$ cat config.mk
export PLATFORM = sky130hd
export DESIGN_NAME = imem_loader_flat
export DESIGN_NICKNAME = d
export VERILOG_FILES = /design/src/rtl/imem_loader_pkg.sv /design/src/rtl/imem_loader_if.sv /design/src/rtl/imem_loader_packer.sv /design/src/rtl/imem_loader.sv /design/src/flat_wrapper.sv
export SDC_FILE = /design/constraint.sdc
export NUM_CORES = 1
export LEC_CHECK = 0
export CORE_ASPECT_RATIO = 1.1
export CORE_MARGIN = 2
export CORE_UTILIZATION = 50
export DETAILED_ROUTE_END_ITERATION = 6
export GPL_TIMING_DRIVEN = 0
export PLACE_DENSITY = 0.82
export SLEW_MARGIN = 20
export SYNTH_ARGS = -nofsm -noshare
export SYNTH_HDL_FRONTEND = slang
export SYNTH_SLANG_ARGS = --single-unit
$ cat constraint.sdc
create_clock -name CLK -period 7.4 [get_ports CLK]
set_clock_uncertainty 0.05 [all_clocks]
set_input_delay 0.74 -clock CLK [delete_from_list [all_inputs] [get_ports CLK]]
set_output_delay 0.74 -clock CLK [all_outputs]
set_load 0.03 [all_outputs]
$ cat src/rtl/imem_loader_pkg.sv
// ---------------------------------------------------------------------------
// imem_loader_pkg
// Definitions shared by the instruction-memory loader and the instruction RAM:
// the loader FSM state encoding, the word size in bytes, and the default RAM
// depth and base address. The RAM uses the same DEPTH/BASE constants, so the
// two sides agree on where the program lives.
// ---------------------------------------------------------------------------
package imem_loader_pkg;

  typedef enum logic [1:0] {
    ST_IDLE    = 2'd0,
    ST_COLLECT = 2'd1,
    ST_WRITE   = 2'd2,
    ST_DONE    = 2'd3
  } state_t;

  localparam int          WORD_BYTES          = 4;
  localparam int          WORD_COUNT_W        = 16;
  localparam int          DEFAULT_DEPTH_WORDS = 256;
  localparam logic [63:0] DEFAULT_BASE_ADDR   = 64'h0;

  // Drop a byte into lane 'lane' of a little-endian 32-bit word.
  function automatic logic [31:0] place_byte(input logic [31:0] word,
                                             input logic [1:0]  lane,
                                             input logic [7:0]  data_byte);
    logic [31:0] res;
    res = word;
    res[8*lane +: 8] = data_byte;
    return res;
  endfunction

endpackage

$ cat src/rtl/imem_loader_if.sv
// ---------------------------------------------------------------------------
// imem_loader_if
// Signal bundle between a host/debug port and the instruction-memory loader,
// plus the loader's write port towards the instruction RAM and its status.
//   Start/WordCount        : load request and its length in words
//   InByte/InValid/InReady : byte stream handshake (transfer = valid & ready)
//   WrEn/WrAddress/WrData  : single-cycle word write to instruction RAM
//   Busy/Done/Error        : load status
//   CoreReset              : reset hold towards the processor core
// Modports: master = host side (drives requests and bytes),
//           slave  = loader side.
// ---------------------------------------------------------------------------
interface imem_loader_if #(
  parameter int ADDR_WIDTH = 64
);

  logic                  Start;
  logic [15:0]           WordCount;
  logic [7:0]            InByte;
  logic                  InValid;
  logic                  InReady;
  logic                  WrEn;
  logic [ADDR_WIDTH-1:0] WrAddress;
  logic [31:0]           WrData;
  logic                  Busy;
  logic                  Done;
  logic                  Error;
  logic                  CoreReset;

  modport master (
    output Start, WordCount, InByte, InValid,
    input  InReady, WrEn, WrAddress, WrData, Busy, Done, Error, CoreReset
  );

  modport slave (
    input  Start, WordCount, InByte, InValid,
    output InReady, WrEn, WrAddress, WrData, Busy, Done, Error, CoreReset
  );

endinterface

$ cat src/rtl/imem_loader_packer.sv
// ---------------------------------------------------------------------------
// imem_word_packer
// Assembles four bytes into a little-endian 32-bit word: the first byte lands
// in [7:0], the fourth in [31:24].
//   clk, rst      : clock, synchronous active-high reset (byte index only)
//   clear         : drop any partial word and restart at byte 0
//   strobe        : a byte transfers this cycle
//   data_byte     : the byte being transferred
//   word          : assembled word including the byte currently on data_byte
//   word_complete : pulses with the strobe that supplies the fourth byte
// ---------------------------------------------------------------------------
module imem_word_packer
  import imem_loader_pkg::*;
(
  input  logic        clk,
  input  logic        rst,
  input  logic        clear,
  input  logic        strobe,
  input  logic [7:0]  data_byte,
  output logic [31:0] word,
  output logic        word_complete
);

  logic [1:0]  idx;
  logic [31:0] acc;

  // The current byte is merged combinationally so the full word is available
  // in the same cycle the fourth byte transfers.
  always_comb begin
    word          = place_byte(acc, idx, data_byte);
    word_complete = strobe && (idx == 2'd3);
  end

  // Index wraps 3 -> 0 on its own once a word completes.
  always_ff @(posedge clk) begin
    if (rst || clear) begin
      idx <= 2'd0;
    end else if (strobe) begin
      idx <= idx + 2'd1;
    end
  end

  // Every lane is rewritten before the word completes, so stale lanes left
  // by a reset never reach the output.
  always_ff @(posedge clk) begin
    if (clear) begin
      acc <= '0;
    end else if (strobe) begin
      acc <= word;
    end
  end

endmodule

$ cat src/rtl/imem_loader.sv
// ---------------------------------------------------------------------------
// imem_loader
// Writer side of the instruction memory. Takes a byte stream from a host,
// packs it into little-endian 32-bit words and writes them to consecutive
// word-aligned addresses starting at BASE_ADDR. The processor core is held in
// reset (CoreReset=1) in every state but DONE, so it never runs a partially
// loaded program.
//   CLK, Reset : clock, synchronous active-high reset
//   bus        : imem_loader_if slave port (request, byte stream, RAM write,
//                status, core reset hold)
// A word takes four COLLECT cycles plus one WRITE cycle at best.
// ---------------------------------------------------------------------------
module imem_loader
  import imem_loader_pkg::*;
#(
  parameter int                    ADDR_WIDTH  = 64,
  parameter int                    DEPTH_WORDS = DEFAULT_DEPTH_WORDS,
  parameter logic [ADDR_WIDTH-1:0] BASE_ADDR   = ADDR_WIDTH'(DEFAULT_BASE_ADDR)
) (
  input  logic         CLK,
  input  logic         Reset,
  imem_loader_if.slave bus
);

  localparam logic [ADDR_WIDTH-1:0]   ADDR_STEP   = ADDR_WIDTH'(WORD_BYTES);
  localparam logic [WORD_COUNT_W:0]   DEPTH_LIMIT = (WORD_COUNT_W+1)'(DEPTH_WORDS);

  state_t                  state;
  logic [WORD_COUNT_W-1:0] word_count;
  logic [WORD_COUNT_W-1:0] words_done;
  logic [WORD_COUNT_W-1:0] words_next;

  logic        xfer;
  logic        start_take;
  logic        start_big;
  logic        start_zero;
  logic [31:0] packed_word;
  logic        word_complete;

  // InReady is only ever 1 in COLLECT, so a transfer implies COLLECT.
  assign xfer       = bus.InValid && bus.InReady;
  assign start_take = bus.Start && ((state == ST_IDLE) || (state == ST_DONE));
  assign start_big  = {1'b0, bus.WordCount} > DEPTH_LIMIT;
  assign start_zero = (bus.WordCount == '0);
  assign words_next = words_done + 1'b1;

  imem_word_packer u_packer (
    .clk           (CLK),
    .rst           (Reset),
    .clear         (start_take),
    .strobe        (xfer),
    .data_byte     (bus.InByte),
    .word          (packed_word),
    .word_complete (word_complete)
  );

  always_ff @(posedge CLK) begin
    if (Reset) begin
      state         <= ST_IDLE;
      bus.WrEn      <= 1'b0;
      bus.WrAddress <= BASE_ADDR;
      bus.WrData    <= '0;
      bus.InReady   <= 1'b0;
      bus.Busy      <= 1'b0;
      bus.Done      <= 1'b0;
      bus.Error     <= 1'b0;
      bus.CoreReset <= 1'b1;
      word_count    <= '0;
      words_done    <= '0;
    end else begin
      bus.WrEn <= 1'b0;
      case (state)
        // A Start from DONE is handled exactly like one from IDLE.
        ST_IDLE, ST_DONE: begin
          if (bus.Start) begin
            if (start_big) begin
              state         <= ST_IDLE;
              bus.Error     <= 1'b1;
              bus.Done      <= 1'b0;
              bus.Busy      <= 1'b0;
              bus.InReady   <= 1'b0;
              bus.CoreReset <= 1'b1;
            end else if (start_zero) begin
              state         <= ST_DONE;
              bus.Done      <= 1'b1;
              bus.Error     <= 1'b0;
              bus.Busy      <= 1'b0;
              bus.InReady   <= 1'b0;
              bus.CoreReset <= 1'b0;
            end else begin
              state         <= ST_COLLECT;
              bus.Busy      <= 1'b1;
              bus.Done      <= 1'b0;
              bus.Error     <= 1'b0;
              bus.InReady   <= 1'b1;
              bus.CoreReset <= 1'b1;
              bus.WrAddress <= BASE_ADDR;
              word_count    <= bus.WordCount;
              words_done    <= '0;
            end
          end
        end

        ST_COLLECT: begin
          if (word_complete) begin
            state       <= ST_WRITE;
            bus.InReady <= 1'b0;
            bus.WrEn    <= 1'b1;
            bus.WrData  <= packed_word;
          end
        end

        // The write strobe is on for this single cycle; advance afterwards.
        ST_WRITE: begin
          words_done <= words_next;
          if (words_next == word_count) begin
            state         <= ST_DONE;
            bus.Busy      <= 1'b0;
            bus.Done      <= 1'b1;
            bus.CoreReset <= 1'b0;
          end else begin
            state         <= ST_COLLECT;
            bus.InReady   <= 1'b1;
            bus.WrAddress <= bus.WrAddress + ADDR_STEP;
          end
        end

        default: begin
          state <= ST_IDLE;
        end
      endcase
    end
  end

endmodule
$ cat src/flat_wrapper.sv
// flat-port wrapper written by rule: the top's interface ports become plain ports
module imem_loader_flat import imem_loader_pkg::*;
#(
  parameter int                    ADDR_WIDTH  = 64,
  parameter int                    DEPTH_WORDS = DEFAULT_DEPTH_WORDS,
  parameter logic [ADDR_WIDTH-1:0] BASE_ADDR   = ADDR_WIDTH'(DEFAULT_BASE_ADDR)
)
  (CLK, Reset, bus_Start, bus_WordCount, bus_InByte, bus_InValid, bus_InReady, bus_WrEn, bus_WrAddress, bus_WrData, bus_Busy, bus_Done, bus_Error, bus_CoreReset);
  imem_loader_if #(.ADDR_WIDTH(ADDR_WIDTH)) bus_i ();
  input  logic CLK;
  input  logic Reset;
  input wire logic [$bits(bus_i.Start)-1:0] bus_Start;
  input wire logic [$bits(bus_i.WordCount)-1:0] bus_WordCount;
  input wire logic [$bits(bus_i.InByte)-1:0] bus_InByte;
  input wire logic [$bits(bus_i.InValid)-1:0] bus_InValid;
  output wire logic [$bits(bus_i.InReady)-1:0] bus_InReady;
  output wire logic [$bits(bus_i.WrEn)-1:0] bus_WrEn;
  output wire logic [$bits(bus_i.WrAddress)-1:0] bus_WrAddress;
  output wire logic [$bits(bus_i.WrData)-1:0] bus_WrData;
  output wire logic [$bits(bus_i.Busy)-1:0] bus_Busy;
  output wire logic [$bits(bus_i.Done)-1:0] bus_Done;
  output wire logic [$bits(bus_i.Error)-1:0] bus_Error;
  output wire logic [$bits(bus_i.CoreReset)-1:0] bus_CoreReset;
  assign bus_i.Start = bus_Start;
  assign bus_i.WordCount = bus_WordCount;
  assign bus_i.InByte = bus_InByte;
  assign bus_i.InValid = bus_InValid;
  assign bus_InReady = bus_i.InReady;
  assign bus_WrEn = bus_i.WrEn;
  assign bus_WrAddress = bus_i.WrAddress;
  assign bus_WrData = bus_i.WrData;
  assign bus_Busy = bus_i.Busy;
  assign bus_Done = bus_i.Done;
  assign bus_Error = bus_i.Error;
  assign bus_CoreReset = bus_i.CoreReset;
  imem_loader #(.ADDR_WIDTH(ADDR_WIDTH), .DEPTH_WORDS(DEPTH_WORDS), .BASE_ADDR(BASE_ADDR)) u_core (.CLK(CLK), .Reset(Reset), .bus(bus_i));
endmodule
* Yosys cells after proc, flatten, opt, wreduce, memory -nomap -nowiden
Cells that the tools add are included.
W data, S select, Z words.
** Storage, ports and cells
- Register bits :: 170
- Bits in latches :: 0
- RAM bits :: 0
- Bits in read-only memories :: 0
- Input bits :: 28
- Output and inout port bits :: 102
- Logic and storage cells :: 86
- Memories :: 0
** Cells by class
- Add/sub/neg operators :: 4
- Multiply operators :: 0
- Div/mod/pow operators :: 0
- Magnitude comparators :: 1
- Eq/ne operators :: 11
- Shifts and indexed selects :: 2
- Mux-type cells :: 34
- Bitwise operators :: 3
- Reductions and logical operators :: 18
** Operators by type and width (number)
- $mux W64 :: 4
- $pmux W64 S2 :: 1
- $add A64 B3 Y64 const B :: 1
- $mux W16 :: 3
- $neg A5 Y34 :: 1
- $shift A8 B34 Y32 const A :: 1
- $shiftx A8 B34 Y32 :: 1
- $bwmux W32 :: 1
- $pmux W16 S2 :: 1
- $add A16 B1 Y16 const B :: 1
- $eq A16 B16 Y1 :: 1
- $gt A16 B9 Y1 const B :: 1
- $logic_not A16 Y1 :: 1
- $mux W1 :: 14
- $mux W2 :: 5
- $ne A2 B2 Y1 const B :: 5
- $reduce_and A4 Y1 :: 2
- $eq A2 B2 Y1 const B :: 3
- $pmux W1 S2 :: 3
- $pmux W2 S3 :: 1
- $reduce_and A2 Y1 :: 3
- $reduce_and A3 Y1 :: 2
- $reduce_and A5 Y1 :: 1
- $reduce_or A2 Y1 :: 2
- other kinds (9) :: 14

* Longest topological paths before layout
Gate-level depths: netlist of the first run.
- Depth after elaboration :: 5
- Mapped depth :: 13
- Mapped depth without buffers :: 10

* Modules after synthesis
A second synthesis of the first run with hierarchy kept.
** Unflattened totals
- Cell total of the unflattened synthesis :: 1093
- Area total of the unflattened synthesis :: 8923.6 um^2
** Modules (own cells, without submodules)
- imem_loader :: instances 1, cells an instance 908, area an instance 7158.1 um^2, seq. area each 2682.6 um^2
- imem_word_packer :: instances 1, cells an instance 185, area an instance 1765.4 um^2, seq. area each 680.7 um^2

* Worst setup path before layout of the first run
Ideal clock, no wire load.
- Path type :: input -> register
- From :: input port bus_WordCount[11]
- To :: register u_core.words_done[2]
- Setup time :: 0.128 ns
- Arrival time :: 2.999 ns
- Data required time :: 7.222 ns
- Setup slack :: 4.224 ns
- Stages on the path :: 10
- Buffers on the path :: 3
- Cells stage by stage :: or4_1 -> nand4bb_1 -> nor3_1 -> or2_2 -> clkbuf_1 -> buf_2 -> buf_1 -> o21ai_0 -> a21oi_1 -> nor2_1
** On the way
- Cells in the longest elaborated chain, start to end :: 3
- Elaborated cells on any way between the ends :: 5
- Classes of those cells :: order compare (1); eq/ne (2); reduce/logical (2)
** Ends and longest elaborated chain
- from (decl) :: RTL line flat_wrapper.sv:13 : input wire logic [$bits(bus_i.WordCount)-1:0] bus_WordCount;
- $gt A16 B9 Y1 or $logic_not A16 Y1 (tied branches) :: RTL line imem_loader.sv:43, imem_loader.sv:44
- $ne A2 B2 Y1 (no line)
- $reduce_and A4 Y1 (no line) *
- to (signal assigned) :: RTL line imem_loader.sv:115 : words_done <= words_next;
- to (decl) :: RTL line imem_loader.sv:30 : logic [WORD_COUNT_W-1:0] words_done;
Mark *: on every way between the ends. The rest lies on a longest branch, timed or not.
A chain may end at the register's enable or synchronous reset.

* Worst setup path after layout of the first run
- From :: input port bus_WordCount[0]
- To :: register u_core.words_done[2]
Same word-level chain as after synthesis.

==> summary.log, run 1 <==
INFO  run_status     run_status=finished, final reports clean
INFO  timing         post_route_setup_tns=0ps
INFO  floorplanning  chipHeight=135µm
INFO  synth          synth_edf_count=0
INFO  clocking       clkSlewWorstSetupHoldPaths=60ps
INFO  setup_path     timing.reg2reg.setup_slack=3500ps
INFO  floorplanning  floorplan.initialDensity=0.506
INFO  global_route   gr-usage-met1=0.322
INFO  floorplanning  die_area=16700µm²
INFO  clocking       cts_hold_buffers=0
INFO  synth          yosysSeqAreaShare=0.408
INFO  global_route   grt.met2_usage=0.475
INFO  synth          yosys_most_used_dff=sky130_fd_sc_hd__dfxtp_1
INFO  cells_and_area final_nets=1119
INFO  timing         achievable-frequency=256MHz
INFO  setup_path     worst-endpoint-arrival=4160ps
INFO  clocking       number_of_buffers_created_by_cts=17
INFO  clocking       cts_root_buf=sky130_fd_sc_hd__clkbuf_16
INFO  power          clock_power_share=0.506
INFO  timing         rsz_0062_raised_after_global_routing=no
INFO  clocking       cts_resized=0
INFO  timing         holdWs=399ps
INFO  min_path       worst_hold_path_type=flop to flop
INFO  floorplanning  core_area=15500µm²
INFO  power          intPower=0.00146W
INFO  synth          synth_seq_cells=160
INFO  synth          cell_type_contributing_the_most_total_cell_area_after_synthesis=sky130_fd_sc_hd__dfxtp_1
INFO  global_route   number_of_global_route_vias_before_repair=7293
INFO  timing         setup_violations=0
INFO  power          p_sw_frac=0.217
INFO  power          seq_power_share=0.464
INFO  power          pwr-share-comb=0.030
INFO  floorplanning  placement_rows=48
INFO  synth          synth_top_area_frac=0.408
INFO  drt            via_count=7729
INFO  clocking       cts.htree.levels=4
INFO  floorplanning  top_level_ports=130
INFO  placed_design  placedInstanceArea=9370µm²
INFO  setup_path     worst-path-max-fanout=10
INFO  synth          post_synthesis_instance_area=7840µm²
INFO  timing         hold_viol=0
INFO  synth          syn-mean-instance-area=8.39µm²
INFO  global_route   global_route.peak_usage_layer=met2
INFO  drt            drt-wirelength-per-cell=17.0µm
INFO  power          irDropWorstVdd=0.000158V
INFO  drt            routed_via_density=5.97
INFO  placed_design  port_buffers=127
INFO  timing         max_slew_margin=0.300
INFO  clocking       clock_insertion_delay_worst_skew=440ps
INFO  synth          post_synth_num_cell_types=69
INFO  cells_and_area layout.cell_area.non_filler=10000µm²
INFO  drt            drtPass1Iterations=5
INFO  synth          synth_warnings=0
INFO  power          power_density=186nW/µm²
INFO  global_route   grt_antenna_before_repair=0
INFO  timing         final.min_clock_period=3900ps
INFO  timing         max_slew.worst_pin.slew=1050ps
INFO  power          power.net_switching=0.000403W
INFO  timing         timing.final.max_slew_violations=0
INFO  placed_design  gp_routability_congestion=0.950
INFO  cells_and_area post-route-util=0.645
INFO  placed_design  dp_cells=1263
INFO  cells_and_area instances_no_fill=1295
INFO  drt            drtIter0Drc=562
INFO  clocking       ctsLongestPathBuffers=2
INFO  drt            drt_drc=0
INFO  placed_design  dpl_wire_length=15.9mm
INFO  global_route   grt_pass1_wl=35.8mm
INFO  cells_and_area share_of_post_route_cells_with_drive_strength_above_1=0.0731
INFO  drt            detail_route.wirelength=22.0mm
INFO  synth          synth_top_cells_by_area=sky130_fd_sc_hd__dfxtp_1, sky130_fd_sc_hd__nor2_1, sky130_fd_sc_hd__a21oi_1
INFO  power          static-leakage-power=3.24nW
INFO  clocking       tritoncts_num_sinks=160
INFO  global_route   globalRoute.totalOverflow=0
INFO  clocking       post_cts_buffers=0
INFO  setup_path     worstPathRequired=7660ps
INFO  setup_path     worst-setup-path-type=input pin to flop
INFO  floorplanning  fp.dieW=123µm
INFO  global_route   grt_use_met3=0.0560
INFO  setup_path     timing.critical_path.from_type=input pin
INFO  clocking       tritoncts=built
INFO  setup_path     worstSetupEndpointType=flop
INFO  global_route   grt_start_max_net_pins=17
INFO  synth          ys_async_sr_fraction=0
INFO  drt            ant_nets=0
INFO  cells_and_area num_antenna_cells=0
INFO  global_route   groute.usage.overall=0.271
INFO  cells_and_area layout_area_overhead=27.5%
INFO  timing         ratio_of_final_minimum_period_to_clock_period=0.528
INFO  synth          post_synth_inst_count=935
INFO  flow_run       cap_violations=0
[power groups by stage]
stage	registers (W)	clock network [W]	logic [W]
6_report	0.000863	0.000941	0.0000551
5_1_grt	0.000862	0.000987	0.0000585
4_1_cts	0.000863	0.000947	0.0000545
3_5_place_dp	0.000882	0	0.0000544
3_3_place_gp	0.000882	0	0.0000542
2_1_floorplan	0.000884	0	0.0000216
[worst max-delay path, cell delays in order]
cell	delay (ps)
sky130_fd_sc_hd__clkdlybuf4s50_1	430
sky130_fd_sc_hd__nor4_1	530
sky130_fd_sc_hd__a21boi_0	300
sky130_fd_sc_hd__nor3_1	380
sky130_fd_sc_hd__or2_2	170
sky130_fd_sc_hd__clkbuf_1	350
sky130_fd_sc_hd__buf_2	350
sky130_fd_sc_hd__buf_1	500
sky130_fd_sc_hd__o21ai_0	180
sky130_fd_sc_hd__a21oi_1	180
sky130_fd_sc_hd__nor2_1	50
[area by class of cell]
class                      count  area [µm²]
clock buffer                  18         439
fill                        1328        5490
inverter                      25        93.8
clock inverter                14         189
timing repair buffer         127        1270
multi-input combinational    686        4250
sequential                   160        3200
buffer                        65         309
tap                          200         250
[kinds of logic (layout without fill, tap and decap cells)]
group / count (synthesis) / count (layout) / synth area share
DFF: 160 / 160 / 0.408
buffers and inverters: 90 / 249 / 0.0514
AOI/OAI and AO/OA: 229 / 229 / 0.198
xor gates and xnor gates: 52 / 52 / 0.0581
and+or+nand+nor: 381 / 381 / 0.252
muxes: 12 / 12 / 0.0155
adders and majority gates: 10 / 10 / 0.0156
other: 1 / 2 / 0.000478
[cell usage in the layout, fill, tap and decap left out, drive strengths merged, types with 10 or more instances in the layout]
| cell type | n |
|---|---|
| dfxtp | 160 |
| xor2 | 15 |
| nand2 | 61 |
| clkbuf | 55 |
| nor2b | 25 |
| a21oi | 82 |
| and2 | 11 |
| o21ai | 31 |
| and4 | 10 |
| xnor2 | 37 |
| and3 | 17 |
| nand4 | 18 |
| nand3 | 43 |
| clkdlybuf4s50 | 127 |
| a211oi | 56 |
| nor3 | 22 |
| or3 | 12 |
| nor4 | 12 |
| buf | 28 |
| or4 | 11 |
| a2111oi | 15 |
| nor2 | 118 |
| mux2i | 11 |
| inv | 26 |
[worst paths after layout]
check                   startpoint                        to  cells after the start
max               bus_WordCount[0]      u_core.words_done[2]                     11
min          u_core.bus.WrData[26]     u_core.bus.WrData[26]                      2
max reg2reg   u_core.words_done[0]  u_core.bus.WrAddress[55]                     10
min reg2reg  u_core.bus.WrData[26]     u_core.bus.WrData[26]                      2
[metal layers]
| metal | wire [µm] | part of all wire | vias to the layer above |
|---|---|---|---|
| met5 | 0 | 0 | - |
| met4 | 636 | 0.029 | 0 |
| met3 | 1570 | 0.071 | 46 |
| met2 | 11100 | 0.50 | 330 |
| met1 | 8780 | 0.40 | 3672 |
| li1 | - | - | 3681 |
[cells in the mapped netlist, types with 3 or more instances]
| cell type | number |
|---|---|
| sky130_fd_sc_hd__dfxtp_1 | 160 |
| sky130_fd_sc_hd__nand3_1 | 41 |
| sky130_fd_sc_hd__a21oi_1 | 82 |
| sky130_fd_sc_hd__and2_1 | 11 |
| sky130_fd_sc_hd__xnor2_1 | 37 |
| sky130_fd_sc_hd__nor2_1 | 118 |
| sky130_fd_sc_hd__nand2_1 | 61 |
| sky130_fd_sc_hd__or3_1 | 12 |
| sky130_fd_sc_hd__ha_1 | 9 |
| sky130_fd_sc_hd__o211ai_1 | 5 |
| sky130_fd_sc_hd__xor2_1 | 15 |
| sky130_fd_sc_hd__inv_1 | 25 |
| sky130_fd_sc_hd__a31o_2 | 6 |
| sky130_fd_sc_hd__clkbuf_1 | 36 |
| sky130_fd_sc_hd__mux2i_1 | 11 |
| sky130_fd_sc_hd__or2_2 | 3 |
| sky130_fd_sc_hd__buf_6 | 3 |
| sky130_fd_sc_hd__buf_2 | 9 |
| sky130_fd_sc_hd__nor2b_1 | 25 |
| sky130_fd_sc_hd__o21ai_0 | 30 |
| sky130_fd_sc_hd__nor4_1 | 10 |
| sky130_fd_sc_hd__a211oi_1 | 53 |
| sky130_fd_sc_hd__or4_1 | 11 |
| sky130_fd_sc_hd__nand4b_1 | 3 |
| sky130_fd_sc_hd__nand3b_1 | 6 |
| sky130_fd_sc_hd__and4_1 | 10 |
| sky130_fd_sc_hd__a2111oi_0 | 13 |
| sky130_fd_sc_hd__and3_1 | 17 |
| sky130_fd_sc_hd__a21o_1 | 3 |
| sky130_fd_sc_hd__or3b_1 | 3 |
| sky130_fd_sc_hd__nand4_1 | 17 |
| sky130_fd_sc_hd__a21bo_2 | 3 |
| sky130_fd_sc_hd__a211oi_2 | 3 |
| sky130_fd_sc_hd__nor3_1 | 22 |
| sky130_fd_sc_hd__buf_1 | 10 |
| sky130_fd_sc_hd__a31oi_1 | 6 |
| sky130_fd_sc_hd__o2111ai_1 | 3 |
| sky130_fd_sc_hd__buf_4 | 5 |
[state kept, by name, indices dropped and copies added (netlist names)]
signal                count
u_core.bus.WrAddress     62
u_core.bus.WrData        32
u_core.u_packer.acc      24
u_core.word_count        16
u_core.words_done        16
u_core.state              2
u_core.u_packer.idx       2
u_core.bus.Busy           1
u_core.bus.CoreReset      1
u_core.bus.Done           1
u_core.bus.Error          1
u_core.bus.InReady        1
u_core.bus.WrEn           1
[per-stage QoR]
| step | total power (W) | worst slack, ps |
|---|---|---|
| after detailed placement | 0.000937 | 3100 |
| after floorplan | 0.000906 | 4220 |
| after global placement | 0.000936 | 3130 |
| after CTS | 0.00186 | 3540 |
| final | 0.00186 | 3500 |
| after global routing | 0.00191 | 3220 |
Note: power is estimated with default switching activity, not from simulation.
==> run 2, diff against run 1 <==
--- a/config.mk
+++ b/config.mk
@@ -7,7 +7,7 @@
 export LEC_CHECK = 0
 export CORE_ASPECT_RATIO = 1.1
 export CORE_MARGIN = 2
-export CORE_UTILIZATION = 50
+export CORE_UTILIZATION = 48
 export DETAILED_ROUTE_END_ITERATION = 6
 export GPL_TIMING_DRIVEN = 0
 export PLACE_DENSITY = 0.82
==> constraint.sdc (replaced) <==
create_clock -name CLK -period 3.4 [get_ports CLK]
set_clock_uncertainty 0.05 [all_clocks]
set_input_delay 0.34 -clock CLK [delete_from_list [all_inputs] [get_ports CLK]]
set_output_delay 0.34 -clock CLK [all_outputs]
set_load 0.03 [all_outputs]
==> run 2 against run 1 <==
Effect of this change: routed wire length is 2.6% higher; critical path type is now flop to flop; clock-buffer cell count is 1 higher; die area is 4.0% higher; flip-flop and latch count stayed put; via count is 1.7% lower; cell count stayed put; total power is 110% higher; combinational power is 120% higher; global-route usage is 0.95 points lower; largest cell class unchanged.
==> summary.log, run 2 (synthesized netlist as in run 1, its figures left out) <==
INFO  run_status     run_status=finished, final reports clean
INFO  timing         timing.final.max_slew_violations=0 [unchanged]
INFO  drt            drt-wirelength-per-cell=17.5µm [+2.6%]
INFO  power          static-leakage-power=3.27nW [+1.0%]
INFO  power          power_density=395nW/µm² [+110%]
INFO  placed_design  gp_routability_congestion=0.984 [+3.6%]
INFO  drt            detail_route.wirelength=22.6mm [+2.6%]
INFO  drt            drtIter0Drc=643 [+14%]
INFO  floorplanning  floorplan.initialDensity=0.484 [-0.0216]
INFO  clocking       tritoncts_num_sinks=160 [unchanged]
INFO  setup_path     worstPathRequired=3670ps [-3990 ps]
INFO  timing         max_slew.worst_pin.slew=882ps [-166 ps]
INFO  clocking       clkSlewWorstSetupHoldPaths=60ps [about the same]
INFO  cells_and_area num_antenna_cells=0 [unchanged]
INFO  cells_and_area most_frequent_standard_cell_in_the_layout_excluding_fill_and_tap_cells=sky130_fd_sc_hd__dfxtp_1
INFO  global_route   grt_start_max_net_pins=17 [unchanged]
INFO  cells_and_area layout_area_overhead=28.8%
INFO  global_route   groute.usage.overall=0.261 [-0.00950]
INFO  drt            ant_nets=0 [unchanged]
INFO  clocking       cts_hold_buffers=0 [unchanged]
INFO  flow_run       cap_violations=0 [unchanged]
INFO  clocking       cts_root_buf=sky130_fd_sc_hd__clkbuf_16
INFO  placed_design  port_buffers=127 [unchanged]
INFO  floorplanning  fp.dieW=126µm [+2.0%]
INFO  cells_and_area final_nets=1116 [-0.27%]
INFO  cells_and_area top_register=u_core.bus.WrAddress
INFO  floorplanning  chipHeight=138µm [+2.0%]
INFO  power          finalPower=0.00399W [+110%]
INFO  timing         achievable-frequency=307MHz
INFO  timing         hold_viol=0 [unchanged]
INFO  timing         ratio_of_final_minimum_period_to_clock_period=0.960
INFO  floorplanning  die_area=17400µm² [+4.0%]
INFO  global_route   grt_antenna_before_repair=0 [unchanged]
INFO  global_route   grt_pass1_wl=37.2mm [+4.0%]
INFO  drt            drt_drc=0 [unchanged]
INFO  timing         final.min_clock_period=3260ps
INFO  timing         final_critical_path_setup_slack=138ps [-3360 ps]
INFO  clocking       cts.htree.levels=4 [unchanged]
INFO  drt            drtPass1Iterations=7 [+2]
INFO  drt            via_count=7600 [-1.7%]
INFO  clocking       clock_insertion_delay_worst_skew=440ps [about the same]
INFO  placed_design  pre_cts_ws=-511ps [-3610 ps]
INFO  min_path       worst_hold_path_type=flop to flop
INFO  clocking       ctsLongestPathBuffers=2 [unchanged]
INFO  setup_path     worst-setup-path-type=flop to flop
INFO  cells_and_area final_cell_mix=sky130_fd_sc_hd__dfxtp_1, sky130_fd_sc_hd__clkdlybuf4s50_1, sky130_fd_sc_hd__nor2_1, sky130_fd_sc_hd__a21oi_1, sky130_fd_sc_hd__nand2_1
INFO  timing         max_slew_margin=0.407 [+0.108]
INFO  clocking       tritoncts=built
INFO  placed_design  dpl_wire_length=16.3mm [+2.2%]
INFO  drt            routed_via_density=5.87 [-1.7%]
INFO  cells_and_area largest_registers=u_core.bus.WrAddress: 62 flops, u_core.bus.WrData: 32 flops, u_core.u_packer.acc: 24 flops
INFO  timing         holdWs=404ps [+4.67 ps]
INFO  floorplanning  core_area=16200µm² [+4.5%]
INFO  timing         post_route_setup_tns=0ps [unchanged]
INFO  floorplanning  top_level_ports=130 [unchanged]
INFO  cells_and_area number_of_flip_flops_under_the_largest_register_name=62 [unchanged]
INFO  timing         setup_violations=0 [unchanged]
INFO  cells_and_area share_of_post_route_cells_with_drive_strength_above_1=0.0880 [+0.0149]
INFO  clocking       number_of_buffers_created_by_cts=17 [unchanged]
INFO  setup_path     worst-endpoint-arrival=3530ps [-630 ps]
INFO  power          irDropWorstVdd=0.000350V [+120%]
INFO  global_route   globalRoute.totalOverflow=0 [unchanged]
INFO  floorplanning  placement_rows=49 [+2.1%]
INFO  setup_path     worstSetupEndpointType=flop
INFO  global_route   number_of_global_route_vias_before_repair=7507 [+2.9%]
INFO  setup_path     worst-path-max-fanout=10 [unchanged]
INFO  setup_path     timing.critical_path.from_type=flop
==> run 2: cell types whose count changed in the layout (fill, tap and decap cells not counted), sizes merged <==
cell,delta
inv,+2
bufinv,-1
clkinv,-1
clkinvlp,-2
clkbuf,-1
buf,-1
==> run 2: final timing paths <==
path / startpoint / endpoint / slack (ps) / cells after the start
worst min-delay path: u_core.bus.WrData[25] / u_core.bus.WrData[25] / 400 / 2
worst max register to register: u_core.words_done[5] / u_core.bus.WrAddress[23] / 140 / 12
worst min register to register: u_core.bus.WrData[25] / u_core.bus.WrData[25] / 400 / 2
worst max-delay path: u_core.words_done[5] / u_core.bus.WrAddress[23] / 140 / 12
==> run 2: worst max-delay path, cell delays in order (launching register included) <==
cell and delay [ps]:
sky130_fd_sc_hd__dfxtp_1 290, sky130_fd_sc_hd__buf_2 160, sky130_fd_sc_hd__nand3_1 190, sky130_fd_sc_hd__clkbuf_1 420
sky130_fd_sc_hd__o21ai_0 220, sky130_fd_sc_hd__a211oi_2 260, sky130_fd_sc_hd__o221ai_1 230, sky130_fd_sc_hd__or4_1 580
sky130_fd_sc_hd__buf_6 170, sky130_fd_sc_hd__buf_8 150, sky130_fd_sc_hd__o2111ai_1 210, sky130_fd_sc_hd__xor2_1 160
sky130_fd_sc_hd__nor2_1 50
==> run 2: timing repair <==
item,CTS,global route
buffers inserted,0,0
gates resized for setup,10,28
setup endpoints to repair,61,72
pin swaps,1,1
==> run 2: routing by layer <==
layer / GRT usage / part of all wire
met5: 0 / 0
met4: 0.115 / 0.034
met3: 0.0542 / 0.062
met2: 0.452 / 0.50
met1: 0.312 / 0.40
==> run 2: cell type report <==
| type | instances | area (µm²) |
|---|---|---|
| buffer | 62 | 309 |
| clock buffer | 19 | 453 |
| clock inverter | 12 | 156 |
| fill | 1408 | 6090 |
| inverter | 25 | 93.8 |
| multi-input combinational | 686 | 4350 |
| sequential | 160 | 3210 |
| tap | 204 | 255 |
| timing repair buffer | 127 | 1270 |
==> run 2: metrics by stage <==
| stage | util | cells | area (µm²) |
|---|---|---|---|
| after floorplan | - | 936 | 7850 |
| after global placement | 0.579 | 1267 | 9370 |
| after detailed placement | 0.579 | 1267 | 9380 |
| after CTS | 0.619 | 1296 | 10000 |
| after global routing | 0.624 | 1295 | 10100 |
| final | 0.624 | 1295 | 10100 |
==> run 2: power breakdown <==
group / internal, W / leakage (nW) / switching (W) / total [W]
Clock: 0.00119 / 0.300 / 0.000801 / 0.00199
Combinational: 0.0000461 / 1.68 / 0.0000752 / 0.000121
Sequential: 0.00188 / 1.29 / 0.00000159 / 0.00188
Total: 0.00312 / 3.27 / 0.000878 / 0.00399
